[src/rtl/asym_fifo_6to3_pkg.sv]
// Shared constants for the 6-to-3 asymmetric FIFO.
// RD_WIDTH_DEF : read nibble width; WR_WIDTH_DEF : write word width (two nibbles)
// DEPTH_DEF    : default capacity in write words; PTR_W_DEF : nibble pointer width
package asym_fifo_6to3_pkg;

   localparam int unsigned RD_WIDTH_DEF = 3;
   localparam int unsigned WR_WIDTH_DEF = 2 * RD_WIDTH_DEF;
   localparam int unsigned DEPTH_DEF    = 16;

   // Nibble-address width for a FIFO holding depth words (2*depth nibbles).
   function automatic int unsigned ptr_w(input int unsigned depth);
      return $clog2(2 * depth);
   endfunction

   localparam int unsigned PTR_W_DEF = ptr_w(DEPTH_DEF);

endpackage

[src/rtl/asym_fifo_mem.sv]
// Nibble storage for the asymmetric FIFO: 2*DEPTH x RD_WIDTH array.
// Ports: clk, rst (sync, active-high; clears only the read register)
//        we/waddr/wdata : writes wdata MSB nibble at waddr, LSB nibble at waddr+1
//        re/raddr/rdata : registered read; rdata holds when re is low
module asym_fifo_mem
   import asym_fifo_6to3_pkg::*;
#(
   parameter int unsigned DEPTH    = DEPTH_DEF,
   parameter int unsigned RD_WIDTH = RD_WIDTH_DEF
) (
   input  logic                        clk,
   input  logic                        rst,
   input  logic                        we,
   input  logic [ptr_w(DEPTH)-1:0]     waddr,
   input  logic [2*RD_WIDTH-1:0]       wdata,
   input  logic                        re,
   input  logic [ptr_w(DEPTH)-1:0]     raddr,
   output logic [RD_WIDTH-1:0]         rdata
);

   localparam int unsigned PTR_W = ptr_w(DEPTH);
   localparam int unsigned SLOTS = 2 * DEPTH;

   logic [RD_WIDTH-1:0] mem_q [SLOTS];
   logic [RD_WIDTH-1:0] mem_d [SLOTS];
   logic [RD_WIDTH-1:0] rdata_q;
   logic [RD_WIDTH-1:0] rdata_d;
   logic [PTR_W-1:0]    waddr_p1;

   // Second nibble slot of a word write; wraps with the pointer.
   assign waddr_p1 = PTR_W'(waddr + PTR_W'(1));

   // Next-state for the array and read register.
   always_comb begin
      mem_d   = mem_q;
      rdata_d = rdata_q;
      if (we) begin
         mem_d[waddr]    = wdata[2*RD_WIDTH-1 -: RD_WIDTH];
         mem_d[waddr_p1] = wdata[RD_WIDTH-1:0];
      end
      if (re) begin
         rdata_d = mem_q[raddr];
      end
   end

   // Array contents need no reset; stale data is unreachable once pointers clear.
   always_ff @(posedge clk) begin
      mem_q <= mem_d;
   end

   always_ff @(posedge clk) begin
      if (rst) begin
         rdata_q <= '0;
      end else begin
         rdata_q <= rdata_d;
      end
   end

   assign rdata = rdata_q;

endmodule

[src/rtl/asym_fifo_6to3.sv]
// Single-clock FIFO: 6-bit words in, 3-bit nibbles out (MSB nibble first).
// Ports: clk, rst (sync, active-high)
//        wr_en/din  : word write, accepted when !full; wr_ack pulses next cycle
//        rd_en/dout : nibble read, accepted when !empty; dout registered, 1-cycle latency
//        full       : fewer than two free nibble slots
//        empty      : no nibble stored
module asym_fifo_6to3
   import asym_fifo_6to3_pkg::*;
#(
   parameter int unsigned DEPTH    = DEPTH_DEF,
   parameter int unsigned RD_WIDTH = RD_WIDTH_DEF
) (
   input  logic                  clk,
   input  logic                  rst,
   input  logic                  wr_en,
   input  logic [2*RD_WIDTH-1:0] din,
   output logic                  wr_ack,
   input  logic                  rd_en,
   output logic [RD_WIDTH-1:0]   dout,
   output logic                  full,
   output logic                  empty
);

   localparam int unsigned PTR_W = ptr_w(DEPTH);
   localparam int unsigned CNT_W = PTR_W + 1;
   localparam logic [CNT_W-1:0] FULL_THR = CNT_W'(2 * DEPTH - 2);

   logic [PTR_W-1:0] wr_ptr_q, wr_ptr_d;
   logic [PTR_W-1:0] rd_ptr_q, rd_ptr_d;
   logic [CNT_W-1:0] cnt_q, cnt_d;
   logic             wr_ack_q, wr_ack_d;
   logic             wr_acc;
   logic             rd_acc;

   // Flags decode from registered occupancy only.
   assign empty  = (cnt_q == '0);
   assign full   = (cnt_q > FULL_THR);
   assign wr_acc = wr_en && !full;
   assign rd_acc = rd_en && !empty;

   // Pointer, occupancy and ack next-state.
   always_comb begin
      wr_ptr_d = wr_ptr_q;
      rd_ptr_d = rd_ptr_q;
      cnt_d    = cnt_q;
      wr_ack_d = 1'b0;
      if (wr_acc) begin
         wr_ptr_d = PTR_W'(wr_ptr_q + PTR_W'(2));
         wr_ack_d = 1'b1;
      end
      if (rd_acc) begin
         rd_ptr_d = PTR_W'(rd_ptr_q + PTR_W'(1));
      end
      unique case ({wr_acc, rd_acc})
         2'b10:   cnt_d = CNT_W'(cnt_q + CNT_W'(2));
         2'b01:   cnt_d = CNT_W'(cnt_q - CNT_W'(1));
         2'b11:   cnt_d = CNT_W'(cnt_q + CNT_W'(1));
         default: cnt_d = cnt_q;
      endcase
   end

   always_ff @(posedge clk) begin
      if (rst) begin
         wr_ptr_q <= '0;
         rd_ptr_q <= '0;
         cnt_q    <= '0;
         wr_ack_q <= 1'b0;
      end else begin
         wr_ptr_q <= wr_ptr_d;
         rd_ptr_q <= rd_ptr_d;
         cnt_q    <= cnt_d;
         wr_ack_q <= wr_ack_d;
      end
   end

   assign wr_ack = wr_ack_q;

   asym_fifo_mem #(
      .DEPTH    (DEPTH),
      .RD_WIDTH (RD_WIDTH)
   ) u_mem (
      .clk   (clk),
      .rst   (rst),
      .we    (wr_acc && !rst),
      .waddr (wr_ptr_q),
      .wdata (din),
      .re    (rd_acc && !rst),
      .raddr (rd_ptr_q),
      .rdata (dout)
   );

endmodule

[config.mk]
export PLATFORM = sky130hd
export DESIGN_NAME = asym_fifo_6to3
export DESIGN_NICKNAME = d
export VERILOG_FILES = /design/src/rtl/asym_fifo_6to3_pkg.sv /design/src/rtl/asym_fifo_mem.sv /design/src/rtl/asym_fifo_6to3.sv
export SDC_FILE = /design/constraint.sdc
export NUM_CORES = 1
export LEC_CHECK = 0
export ABC_AREA = 0
export BUFFER_PORTS_ARGS = -buffer_cell sky130_fd_sc_hd__buf_2
export CAP_MARGIN = 0
export CORE_AREA = 2 2 111 167
export DETAILED_ROUTE_END_ITERATION = 12
export DIE_AREA = 0 0 113 169
export PLACE_DENSITY = 0.49
export SLEW_MARGIN = 20
export SYNTH_ARGS = -nofsm -noshare
export SYNTH_HDL_FRONTEND = slang
export SYNTH_SLANG_ARGS = --single-unit
[constraint.sdc]
create_clock -name clk -period 3.07 [get_ports clk]
set_input_delay 0.1535 -clock clk [delete_from_list [all_inputs] [get_ports clk]]
set_output_delay 0.1535 -clock clk [all_outputs]
set_load 0.03 [all_outputs]
==> impl_summary.txt, run 1 <==
----------------------------------------------------
[Status]
  Result of the run ... finished, violations left
  Violations in the final reports ... design-rule violations

[Pwr]
  Switching power of the nets ... 0.00148 W
  Maximum ir drop on the vdd rail ... 402 µV
  Reg power frac ... 36.5%
  Part of the total power dissipated in the clock network ... 41.2%
  Share of total power consumed by net switching ... 28.5%
  Cell-internal power ... 0.00370 W
  Total power per unit cell area ... 839 nW/µm²
  Share of total power in combinational logic ... 22.2%
  Total power ... 0.00518 W
  Static Leakage ... 2.02 nW

[Route]
  Number of nets with antenna violations after routing ... 0
  First-iteration detailed-routing DRC count ... 168
  Wirelength per Cell ... 20.1 µm
  Sum of routed wire length over all layers ... 12,900 µm
  Vias after detailed routing ... 3,169
  Total iterations of the first detailed-routing run ... 8
  Vias/cell ... 4.94
  Drc violations ... 2

[Synthesis]
  Most frequent cells after synthesis ... sky130_fd_sc_hd__edfxtp_1, sky130_fd_sc_hd__nor2_1, sky130_fd_sc_hd__nand2_1, sky130_fd_sc_hd__dfxtp_1, sky130_fd_sc_hd__mux2i_1
  Share of the synthesized area in compound gates (AO/OA/AOI/OAI) ... 5.77%
  Cells after synthesis ... 388
  Post-synth EDFFs ... 96
  Yosys cell types ... 51
  Part of the Yosys area used for sequential elements ... 62.7%
  Ys async rst share ... 0%
  Portion of synthesized cell area occupied by the leading cell type ... 55.4%
  Combinational family with the most area after synthesis ... simple AND/OR/NAND/NOR gates
  Post-synthesis register bit count ... 115
  Netlist area before placement ... 5200 µm²
  Synthesized net count ... 409
  Mux cell area share after synthesis ... 11.5%
  Biggest area consumer among synthesized cells ... sky130_fd_sc_hd__edfxtp_1
  Count of warnings emitted by yosys ... 0
  Average instance area after synthesis ... 13.4 µm²
  Most area-consuming cells after synthesis ... sky130_fd_sc_hd__edfxtp_1, sky130_fd_sc_hd__dfxtp_1, sky130_fd_sc_hd__mux4_2
  Post-synthesis adder-cell area fraction ... 2.79%
  Area fraction in and, or, nand and nor cells after synthesis ... 12.4%
  Most used DFF post-synth ... sky130_fd_sc_hd__edfxtp_1
  Xor-xnor portion of the synthesized cell area ... 2.02%
  Library cell with the highest instance count after synthesis ... sky130_fd_sc_hd__edfxtp_1

[Min path]
  Hold Crit Start ... rd_en
  Hold Crit Class ... in2reg

[Global route]
  Overflow left after global routing ... 0
  Met1 Track Usage GR ... 15.7%
  Global-route wire length before repair ... 19,800 µm
  Met3 Track Usage GR ... 2.83%
  Vias in the first global route ... 3,389
  Global-route usage over all layers ... 14.2%
  Met2 usage in global routing ... 25.6%
  Maximum number of pins on one net before global-route repair ... 24
  Busiest metal layer after global routing ... met2
  Antenna violations before repair ... 0

[STA]
  Setup tns final ... 0 ps
  Final period util ... 90.4%
  Worst-case clock skew ... 11.0 ps
  Worst-margin pin slew ... 955 ps
  Slew margin rel. ... 35.9%
  Final number of max-transition violations ... 0
  RSZ-0062 raised after global routing ... false
  Count of final setup violators ... 0
  Time the worst path needs with I/O delays and setup ... 2780 ps
  Total count of hold-check failures in the final report ... 0
  Highest Clock Rate ... 360 MHz

[Clock tree]
  TritonCTS buffer count ... 17
  Clock tree from TritonCTS ... built
  Number of gates given a new drive strength after cts ... 0
  Clock-pin slew reported for the worst setup and hold paths after clock tree synthesis ... 60 ps
  Master cell of the clock root buffer ... sky130_fd_sc_hd__clkbuf_16
  Clock sink total ... 115
  Post CTS Setup Buffer Count ... 0
  H-tree Lvls ... 4
  CTS Buffer Depth ... 2
  Count of hold buffers inserted by post-cts repair ... 0
  Clock insertion delay at the later pin of the skew report ... 400 ps

[Worst setup path]
  Arr. time, crit path ... 3110 ps
  Type of element capturing the critical path ... flop
  Start-to-end type of the worst setup path ... reg2reg
  Required time at the worst-slack endpoint ... 3400 ps
  Origin of the worst setup path ... cnt_q[1]
  Worst r2r src ... cnt_q[1]
  Worst setup SP type ... flop
  Highest fanout seen on the critical path ... 14

[Cells and area]
  Post-Layout Inst Area ... 6170 µm²
  Number of diodes added for antenna fixing ... 0
  Post-layout net count ... 432
  Area overhead of the layout relative to synthesis ... 18.6%
  Fraction of layout instances using a drive strength above 1 ... 21.5%
  Final standard cell count with taps included and fillers excluded ... 641

[Placement]
  Global placement routability congestion ... 0.776
  Port Buffer Count ... 15
  Instance area after placement ... 5540 µm²
  # placed instances ... 609
  Half-perimeter wire length after placement ... 8930 µm

[Floorplanning]
  IO Count ... 16
  Die height ... 169 µm
  Floorplan row count ... 60
  Initial Util ... 29.4%
  Die area ... 19,100 µm²
  Core outline area ... 17,700 µm²
  Die width ... 113 µm

[Run]
  Number of maximum-capacitance constraint violations ... 0

----------------------------------------------------
## cells in the final DEF, fill, tap and decap left out, types with 4 or more instances in the layout
cell                        netlist  layout
sky130_fd_sc_hd__edfxtp_1        96      96
sky130_fd_sc_hd__nor2_1          70      70
sky130_fd_sc_hd__nand2_1         28      28
sky130_fd_sc_hd__mux2i_1         18      18
sky130_fd_sc_hd__dfxtp_1         19      18
sky130_fd_sc_hd__clkbuf_16        0      17
sky130_fd_sc_hd__mux4_2          16      16
sky130_fd_sc_hd__buf_4            2      16
sky130_fd_sc_hd__buf_2           10      15
sky130_fd_sc_hd__nor3_1          13      13
sky130_fd_sc_hd__ha_1            10      10
sky130_fd_sc_hd__a21oi_1          7       7
sky130_fd_sc_hd__nand2b_1         6       6
sky130_fd_sc_hd__xnor2_1          6       6
sky130_fd_sc_hd__xor2_1           6       6
sky130_fd_sc_hd__mux2_2           5       5
sky130_fd_sc_hd__o21ai_0          5       5
sky130_fd_sc_hd__bufinv_16        0       5
sky130_fd_sc_hd__nor4_1           4       4
## routing by layer
layer,vias up,wire length (µm)
met1,1579,5050
met3,29,439
li1,1489,-
met2,72,6880
met5,-,0
met4,0,506
## registers in the layout, summed over array words and instances (netlist names)
name,count
u_mem.mem_q,96
cnt_q,6
rd_ptr_q,5
wr_ptr_q,4
u_mem.rdata,3
wr_ack,1
## worst max-delay path, cell delays in order, from the launching register on
cell and delay (ps):
sky130_fd_sc_hd__dfxtp_1 390, sky130_fd_sc_hd__or4_4 560, sky130_fd_sc_hd__o31a_4 380, sky130_fd_sc_hd__nand2_1 110
sky130_fd_sc_hd__ha_1 230, sky130_fd_sc_hd__a21o_1 190, sky130_fd_sc_hd__a211oi_1 250, sky130_fd_sc_hd__o211ai_1 140
sky130_fd_sc_hd__or3_1 310, sky130_fd_sc_hd__a21oi_1 130
## worst paths after layout
kind,cells past startpoint,end,slack [ps]
worst min register to register,2,wr_ptr_q[2],520
worst max register to register,9,cnt_q[5],290
worst min-delay path,3,cnt_q[0],150
worst max-delay path,9,cnt_q[5],290
## per-stage QoR
stage	hold slack [ps]	worst slack, ps	utilization [%]
after floorplan	252	321	-
after detailed placement	517	292	31.3
after global placement	507	308	31.3
after CTS	137	274	34.9
final	149	294	34.9
after global routing	168	134	34.9
## final cells by class
class,count,area (µm²)
flip-flops and latches,115,3260
well taps,217,272
inverters,3,11.3
multi-input cells,243,1790
repair buffers,31,195
fillers,1756,11500
clock buffers,18,429
clock inverters,14,209
## power by group through the flow
stage	clock, W	sequential, W	combinational [W]
2_1_floorplan	0	0.00189	0.000877
3_3_place_gp	0	0.00192	0.00116
3_5_place_dp	0	0.00192	0.00117
4_1_cts	0.00218	0.00189	0.00117
5_1_grt	0.00225	0.00191	0.00127
6_report	0.00214	0.00189	0.00115
## logic make-up after synthesis
kind of cell / count (synthesis)
flip-flops: 115
AND/OR/NAND/NOR: 142
adder cells (fa/ha/maj): 11
AO/OA/AOI/OAI: 39
multiplexers: 39
XOR/XNOR: 12
buffers and inverters: 30
Power figures use the tool's default switching activity.
==> run 2: changes to the inputs <==
- CTS_BUF_LIST: unset -> sky130_fd_sc_hd__clkbuf_8
==> run 2 against run 1 <==
  * Highest routed layer unchanged
  * Clock skew rose by 3.0 ps
  * Sequential cell count is the same
  * The run still ends with design-rule violations left
  * Combinational power barely moved
  * Cell count unchanged
  * Clock-buffer cell count decreased by 1
  * Non-clock buffer count is the same
  * Cell area fell by 3.1%
  * Hold slack worse by 33 ps
  * Sequential power about the same
  * Fmax fell by 0.28%
  * Total power is 10% lower
  * Largest power group is now sequential cells
  * Setup slack worse by 7.8 ps
==> impl_summary.txt, run 2 (synthesized netlist as in run 1, its figures left out) <==
----------------------------------------------------
[Worst setup path]
  List of cells traversed by the critical path ... or4_4 -> o31a_4 -> nand2_1 -> ha_1 -> a21o_1 -> a211oi_1 -> o211ai_1 -> or3_1 -> a21oi_1 (unchanged)
  Critical Path Slowest Stage Cell ... sky130_fd_sc_hd__or4_4 (unchanged)
  Highest fanout seen on the critical path ... 14 (unchanged)
  Start-to-end type of the worst setup path ... reg2reg (unchanged)
  Arr. time, crit path ... 3150 ps (was 3110 ps)
  Cell family with the largest share of critical-path delay ... compound AO/OA/AOI/OAI gates (unchanged)
  Buffers and inverters on the worst path ... 0 (unchanged)
  Worst setup SP type ... flop (unchanged)
  Type of element capturing the critical path ... flop (unchanged)
  Required time at the worst-slack endpoint ... 3430 ps (was 3400 ps)
  Peak per-stage delay on the critical path ... 560 ps (about the same)

[Clock tree]
  CTS Buffer Depth ... 2 (unchanged)
  Clock tree from TritonCTS ... built (unchanged)
  Clock sink total ... 115 (unchanged)
  Number of gates given a new drive strength after cts ... 0 (unchanged)
  Master cell of the clock root buffer ... sky130_fd_sc_hd__clkbuf_8 (was sky130_fd_sc_hd__clkbuf_16)
  Clock-pin slew reported for the worst setup and hold paths after clock tree synthesis ... 80 ps (was 60 ps)
  Post CTS Setup Buffer Count ... 0 (unchanged)
  TritonCTS buffer count ... 17 (unchanged)
  H-tree Lvls ... 4 (unchanged)
  Clock insertion delay at the later pin of the skew report ... 430 ps (was 400 ps)
  Count of hold buffers inserted by post-cts repair ... 0 (unchanged)

[Status]
  Result of the run ... finished, violations left (unchanged)
  Violations in the final reports ... design-rule violations (unchanged)

[Route]
  Number of nets with antenna violations after routing ... 0 (unchanged)
  Total iterations of the first detailed-routing run ... 8 (unchanged)
  Sum of routed wire length over all layers ... 12,800 µm (was 12,900 µm)
  First-iteration detailed-routing DRC count ... 154 (was 168)
  Vias/cell ... 4.93 (was 4.94)
  Drc violations ... 2 (unchanged)
  Wirelength per Cell ... 19.9 µm (was 20.1 µm)
  Vias after detailed routing ... 3,163 (was 3,169)

[Cells and area]
  Flip-flop count of the largest register after layout ... 96 (unchanged)
  Most frequent standard cell in the layout excluding fill and tap cells ... sky130_fd_sc_hd__edfxtp_1 (unchanged)
  Final standard cell count with taps included and fillers excluded ... 641 (unchanged)
  Post-layout net count ... 432 (unchanged)
  Largest Register ... u_mem.mem_q (unchanged)
  Top flop regs ... u_mem.mem_q (96), cnt_q (6), rd_ptr_q (5) (unchanged)
  Fraction of layout instances using a drive strength above 1 ... 21.5% (unchanged)
  Number of diodes added for antenna fixing ... 0 (unchanged)
  Most frequent cells in the layout ... sky130_fd_sc_hd__edfxtp_1, sky130_fd_sc_hd__nor2_1, sky130_fd_sc_hd__nand2_1 (unchanged)
  Area overhead of the layout relative to synthesis ... 15.0% (was 18.6%)

[STA]
  Total count of hold-check failures in the final report ... 0 (unchanged)
  Worst-case clock skew ... 14.0 ps (was 11.0 ps)
  Count of final setup violators ... 0 (unchanged)
  Highest Clock Rate ... 359 MHz (was 360 MHz)
  RSZ-0062 raised after global routing ... false (unchanged)
  Setup tns final ... 0 ps (unchanged)
  Slew margin rel. ... 36.8% (was 35.9%)
  Final number of max-transition violations ... 0 (unchanged)
  Time the worst path needs with I/O delays and setup ... 2780 ps (about the same)
  Worst hold margin ... 116 ps (was 149 ps)
  Final period util ... 90.7% (was 90.4%)
  Worst-margin pin slew ... 941 ps (was 955 ps)

[Floorplanning]
  IO Count ... 16 (unchanged)
  Floorplan row count ... 60 (unchanged)
  Die area ... 19,100 µm² (unchanged)
  Core outline area ... 17,700 µm² (unchanged)
  Die width ... 113 µm (unchanged)
  Initial Util ... 29.4% (unchanged)
  Die height ... 169 µm (unchanged)

[Global route]
  Global-route wire length before repair ... 19,700 µm (was 19,800 µm)
  Antenna violations before repair ... 0 (unchanged)
  Vias in the first global route ... 3,393 (was 3,389)
  Maximum number of pins on one net before global-route repair ... 24 (unchanged)
  Global-route usage over all layers ... 14.2% (about the same)
  Overflow left after global routing ... 0 (unchanged)

[Placement]
  Half-perimeter wire length after placement ... 8930 µm (unchanged)
  Global placement routability congestion ... 0.776 (unchanged)
  Port Buffer Count ... 15 (unchanged)
  # placed instances ... 609 (unchanged)

[Pwr]
  Static Leakage ... 1.93 nW (was 2.02 nW)
  Maximum ir drop on the vdd rail ... 272 µV (was 402 µV)
  Total power ... 0.00464 W (was 0.00518 W)
  Total power per unit cell area ... 776 nW/µm² (was 839 nW/µm²)

[Min path]
  Hold Crit Class ... in2reg (unchanged)

[Run]
  Number of maximum-capacitance constraint violations ... 0 (unchanged)

----------------------------------------------------
## run 2: cell types whose count changed in the layout (fill, tap and decap cells not counted)
cell and change:
sky130_fd_sc_hd__clkbuf_16 -17, sky130_fd_sc_hd__clkbuf_8 +17, sky130_fd_sc_hd__clkbuf_1 -1, sky130_fd_sc_hd__inv_1 +1
## run 2: final cells by class
| type | instances | area (µm²) |
|---|---|---|
| Multi-Input combinational cell | 243 | 1790 |
| Clock inverter | 15 | 213 |
| Fill cell | 1778 | 11700 |
| Timing Repair Buffer | 31 | 195 |
| Clock buffer | 17 | 234 |
| Sequential cell | 115 | 3260 |
| Tap cell | 217 | 272 |
| Inverter | 3 | 11.3 |
## run 2: path summary, 6_finish.rpt
| path | cells past startpoint | to | slack, ps | startpoint |
|---|---|---|---|---|
| max | 9 | cnt_q[5] | 290 | cnt_q[1] |
| min | 3 | cnt_q[0] | 120 | rd_en |
| max reg2reg | 9 | cnt_q[5] | 290 | cnt_q[1] |
| min reg2reg | 2 | wr_ptr_q[2] | 520 | wr_ptr_q[2] |
## run 2: worst register-to-register path, delay by kind of cell (launching register included)
kind	cells	cell delay (ps)
compound gates	5	1090
flops	1	400
simple gates	3	980
fa+ha+maj	1	230
## run 2: per-stage QoR
stage / worst slack, ps / area [µm²] / utilization, %
after floorplan: 321 / 5200 / -
after global placement: 308 / 5540 / 31.3
after detailed placement: 292 / 5540 / 31.3
after CTS: 270 / 5980 / 33.8
after global routing: 126 / 5980 / 33.8
final: 286 / 5980 / 33.8
## run 2: layer usage
| layer | share of wire (%) | global-route usage [%] | routed length, µm | up-vias |
|---|---|---|---|---|
| li1 | - | - | - | 1489 |
| met1 | 40 | 15.4 | 5100 | 1570 |
| met2 | 53 | 25.2 | 6720 | 70 |
| met3 | 2.6 | 2.90 | 331 | 34 |
| met4 | 4.9 | 8.27 | 627 | 0 |
| met5 | 0 | 0 | 0 | - |
## run 2: power breakdown
part / internal (W) / leakage [nW] / switching (W)
logic: 0.000489 / 0.701 / 0.000664
clock network: 0.000960 / 0.223 / 0.000639
registers: 0.00177 / 1.01 / 0.000116
==> run 3: changes to the inputs <==
- PLACE_DENSITY: 0.49 -> unset
==> run 3 against run 2 <==
  * The flow still finishes with violations (design-rule violations)
  * Setup slack worse by 3.7 ps
  * Clock-buffer cell count unchanged
  * Hold slack better by 8.8 ps
  * Fmax down 0.13%
  * Die area unchanged
==> impl_summary.txt, run 3 (synthesized netlist as in run 1, its figures left out) <==
----------------------------------------------------
[Cells and area]
  Most frequent standard cell in the layout excluding fill and tap cells ... sky130_fd_sc_hd__edfxtp_1 (unchanged)
  Fraction of layout instances using a drive strength above 1 ... 20.3% (was 21.5%)
  Number of diodes added for antenna fixing ... 0 (unchanged)
  Post-layout net count ... 429 (was 432)
  Top flop regs ... u_mem.mem_q (96), cnt_q (6), rd_ptr_q (5) (unchanged)
  Share of the core filled with cells in the final layout ... 33.1% (was 33.8%)
  Largest Register ... u_mem.mem_q (unchanged)
  Most frequent cells in the layout ... sky130_fd_sc_hd__edfxtp_1, sky130_fd_sc_hd__nor2_1, sky130_fd_sc_hd__nand2_1 (unchanged)
  Area overhead of the layout relative to synthesis ... 12.8% (was 15.0%)
  Flip-flop count of the largest register after layout ... 96 (unchanged)

[Global route]
  Global-route wire length before repair ... 18,700 µm (was 19,700 µm)
  Global-route usage over all layers ... 13.2% (was 14.2%)
  Maximum number of pins on one net before global-route repair ... 24 (unchanged)
  Antenna violations before repair ... 0 (unchanged)
  Overflow left after global routing ... 0 (unchanged)
  Vias in the first global route ... 3,377 (was 3,393)

[Clock tree]
  Clock sink total ... 115 (unchanged)
  TritonCTS buffer count ... 17 (unchanged)
  H-tree Lvls ... 4 (unchanged)
  Clock insertion delay at the later pin of the skew report ... 420 ps (was 430 ps)
  CTS Buffer Depth ... 2 (unchanged)
  Clock-pin slew reported for the worst setup and hold paths after clock tree synthesis ... 70 ps (was 80 ps)
  Count of hold buffers inserted by post-cts repair ... 0 (unchanged)
  Post CTS Setup Buffer Count ... 0 (unchanged)
  Master cell of the clock root buffer ... sky130_fd_sc_hd__clkbuf_8 (unchanged)
  Number of gates given a new drive strength after cts ... 0 (unchanged)
  Clock tree from TritonCTS ... built (unchanged)

[Floorplanning]
  Die area ... 19,100 µm² (unchanged)
  Initial Util ... 29.4% (unchanged)
  Die height ... 169 µm (unchanged)
  Floorplan row count ... 60 (unchanged)
  IO Count ... 16 (unchanged)
  Die width ... 113 µm (unchanged)
  Core outline area ... 17,700 µm² (unchanged)

[Min path]
  Hold Crit Class ... in2reg (unchanged)
  WHS Path Cells ... 3 (unchanged)
  Hold Crit Start ... rd_en (unchanged)
  Endpoint of the worst hold-timing path ... cnt_q[0] (unchanged)

[Status]
  Violations in the final reports ... design-rule violations (unchanged)
  Result of the run ... finished, violations left (unchanged)

[Placement]
  Half-perimeter wire length after placement ... 8440 µm (was 8930 µm)
  Global placement routability congestion ... 0.832 (was 0.776)
  Port Buffer Count ... 15 (unchanged)

[Worst setup path]
  Type of element capturing the critical path ... flop (unchanged)
  Highest fanout seen on the critical path ... 14 (unchanged)
  Critical R2R Capture ... cnt_q[5] (unchanged)
  Worst setup SP type ... flop (unchanged)
  Arr. time, crit path ... 3140 ps (was 3150 ps)
  Required time at the worst-slack endpoint ... 3420 ps (was 3430 ps)
  Start-to-end type of the worst setup path ... reg2reg (unchanged)
  Worst Reg2Reg Path Length in Cells ... 9 (unchanged)
  Slack of the worst reg-to-reg path ... 280 ps (was 290 ps)
  Worst r2r src ... cnt_q[0] (was cnt_q[1])

[Pwr]
  Static Leakage ... 1.87 nW (was 1.93 nW)
  Total power per unit cell area ... 732 nW/µm² (was 776 nW/µm²)
  Maximum ir drop on the vdd rail ... 288 µV (was 272 µV)

[STA]
  Worst-case clock skew ... 12.6 ps (was 14.0 ps)
  Count of final setup violators ... 0 (unchanged)
  Final number of max-transition violations ... 0 (unchanged)
  Time the worst path needs with I/O delays and setup ... 2790 ps (was 2780 ps)
  Highest Clock Rate ... 359 MHz (about the same)
  Total count of hold-check failures in the final report ... 0 (unchanged)
  Slew margin rel. ... 37.1% (was 36.8%)
  RSZ-0062 raised after global routing ... false (unchanged)
  Worst-margin pin slew ... 937 ps (was 941 ps)
  Setup tns final ... 0 ps (unchanged)
  Final period util ... 90.8% (was 90.7%)

[Route]
  Vias/cell ... 5.01 (was 4.93)
  Total iterations of the first detailed-routing run ... 9 (was 8)
  First-iteration detailed-routing DRC count ... 259 (was 154)
  Vias after detailed routing ... 3,187 (was 3,163)
  Wirelength per Cell ... 18.6 µm (was 19.9 µm)
  Drc violations ... 1 (was 2)
  Number of nets with antenna violations after routing ... 0 (unchanged)
  Sum of routed wire length over all layers ... 11,800 µm (was 12,800 µm)

[Run]
  Number of maximum-capacitance constraint violations ... 0 (unchanged)

----------------------------------------------------
[run 3: cell types whose count changed in the layout (fill, tap and decap cells not counted)]
cell / change
sky130_fd_sc_hd__clkinv_2: +1
sky130_fd_sc_hd__bufinv_16: -3
sky130_fd_sc_hd__inv_6: -2
sky130_fd_sc_hd__clkinvlp_4: +1
sky130_fd_sc_hd__buf_4: -3
sky130_fd_sc_hd__clkinv_1: +1
[run 3: final cells by class]
type                       count  area, µm²
clock buffer                  17        234
clock inverter                13        121
fill                        1744      11800
inverter                       3       11.3
multi-input combinational    243       1790
sequential                   115       3260
tap                          217        272
timing repair buffer          28        173
[run 3: where the power goes]
| part | leakage (nW) | switching, W | internal [W] |
|---|---|---|---|
| combinational | 0.685 | 0.000585 | 0.000487 |
| sequential | 1.01 | 0.000170 | 0.00177 |
| clock | 0.177 | 0.000583 | 0.000695 |
[run 3: worst max-delay path by stage]
stage               end  depth (start not counted)     start  slack (ps)
6_report       cnt_q[5]                          9  cnt_q[0]         280
5_1_grt        cnt_q[5]                          9  cnt_q[0]         110
4_1_cts        cnt_q[5]                          9  cnt_q[0]         290
3_5_place_dp   cnt_q[5]                          9  cnt_q[0]         300
3_3_place_gp   cnt_q[5]                          9  cnt_q[0]         360
2_1_floorplan  cnt_q[5]                         10  cnt_q[0]         320
[run 3: metal layers]
metal	track usage [%]	wire, µm	vias to the layer above	part of all wire [%]
li1	-	-	1479	-
met1	13.4	4330	1578	37
met2	23.8	6340	98	54
met3	2.61	466	32	3.9
met4	9.33	707	0	6.0
met5	0	0	-	0
[run 3: metrics by stage]
| step | hold WS (ps) | std cells | instance area [µm²] | setup slack [ps] | power [W] |
|---|---|---|---|---|---|
| floorplan | 252 | 388 | 5200 | 321 | 0.00277 |
| global placement | 498 | 606 | 5510 | 358 | 0.00303 |
| detailed placement | 513 | 606 | 5510 | 304 | 0.00306 |
| CTS | 103 | 636 | 5870 | 290 | 0.00433 |
| global route | 111 | 636 | 5870 | 109 | 0.00453 |
| finish | 124 | 636 | 5870 | 283 | 0.00429 |
[run 3: worst max-delay path: stages (launching register included)]
cell and delay (ps):
sky130_fd_sc_hd__dfxtp_1 380, sky130_fd_sc_hd__or4_4 590, sky130_fd_sc_hd__o31a_4 380, sky130_fd_sc_hd__nand2_1 120, sky130_fd_sc_hd__ha_1 230, sky130_fd_sc_hd__a21o_1 190, sky130_fd_sc_hd__a211oi_1 220, sky130_fd_sc_hd__o211ai_1 140
sky130_fd_sc_hd__or3_1 320, sky130_fd_sc_hd__a21oi_1 140
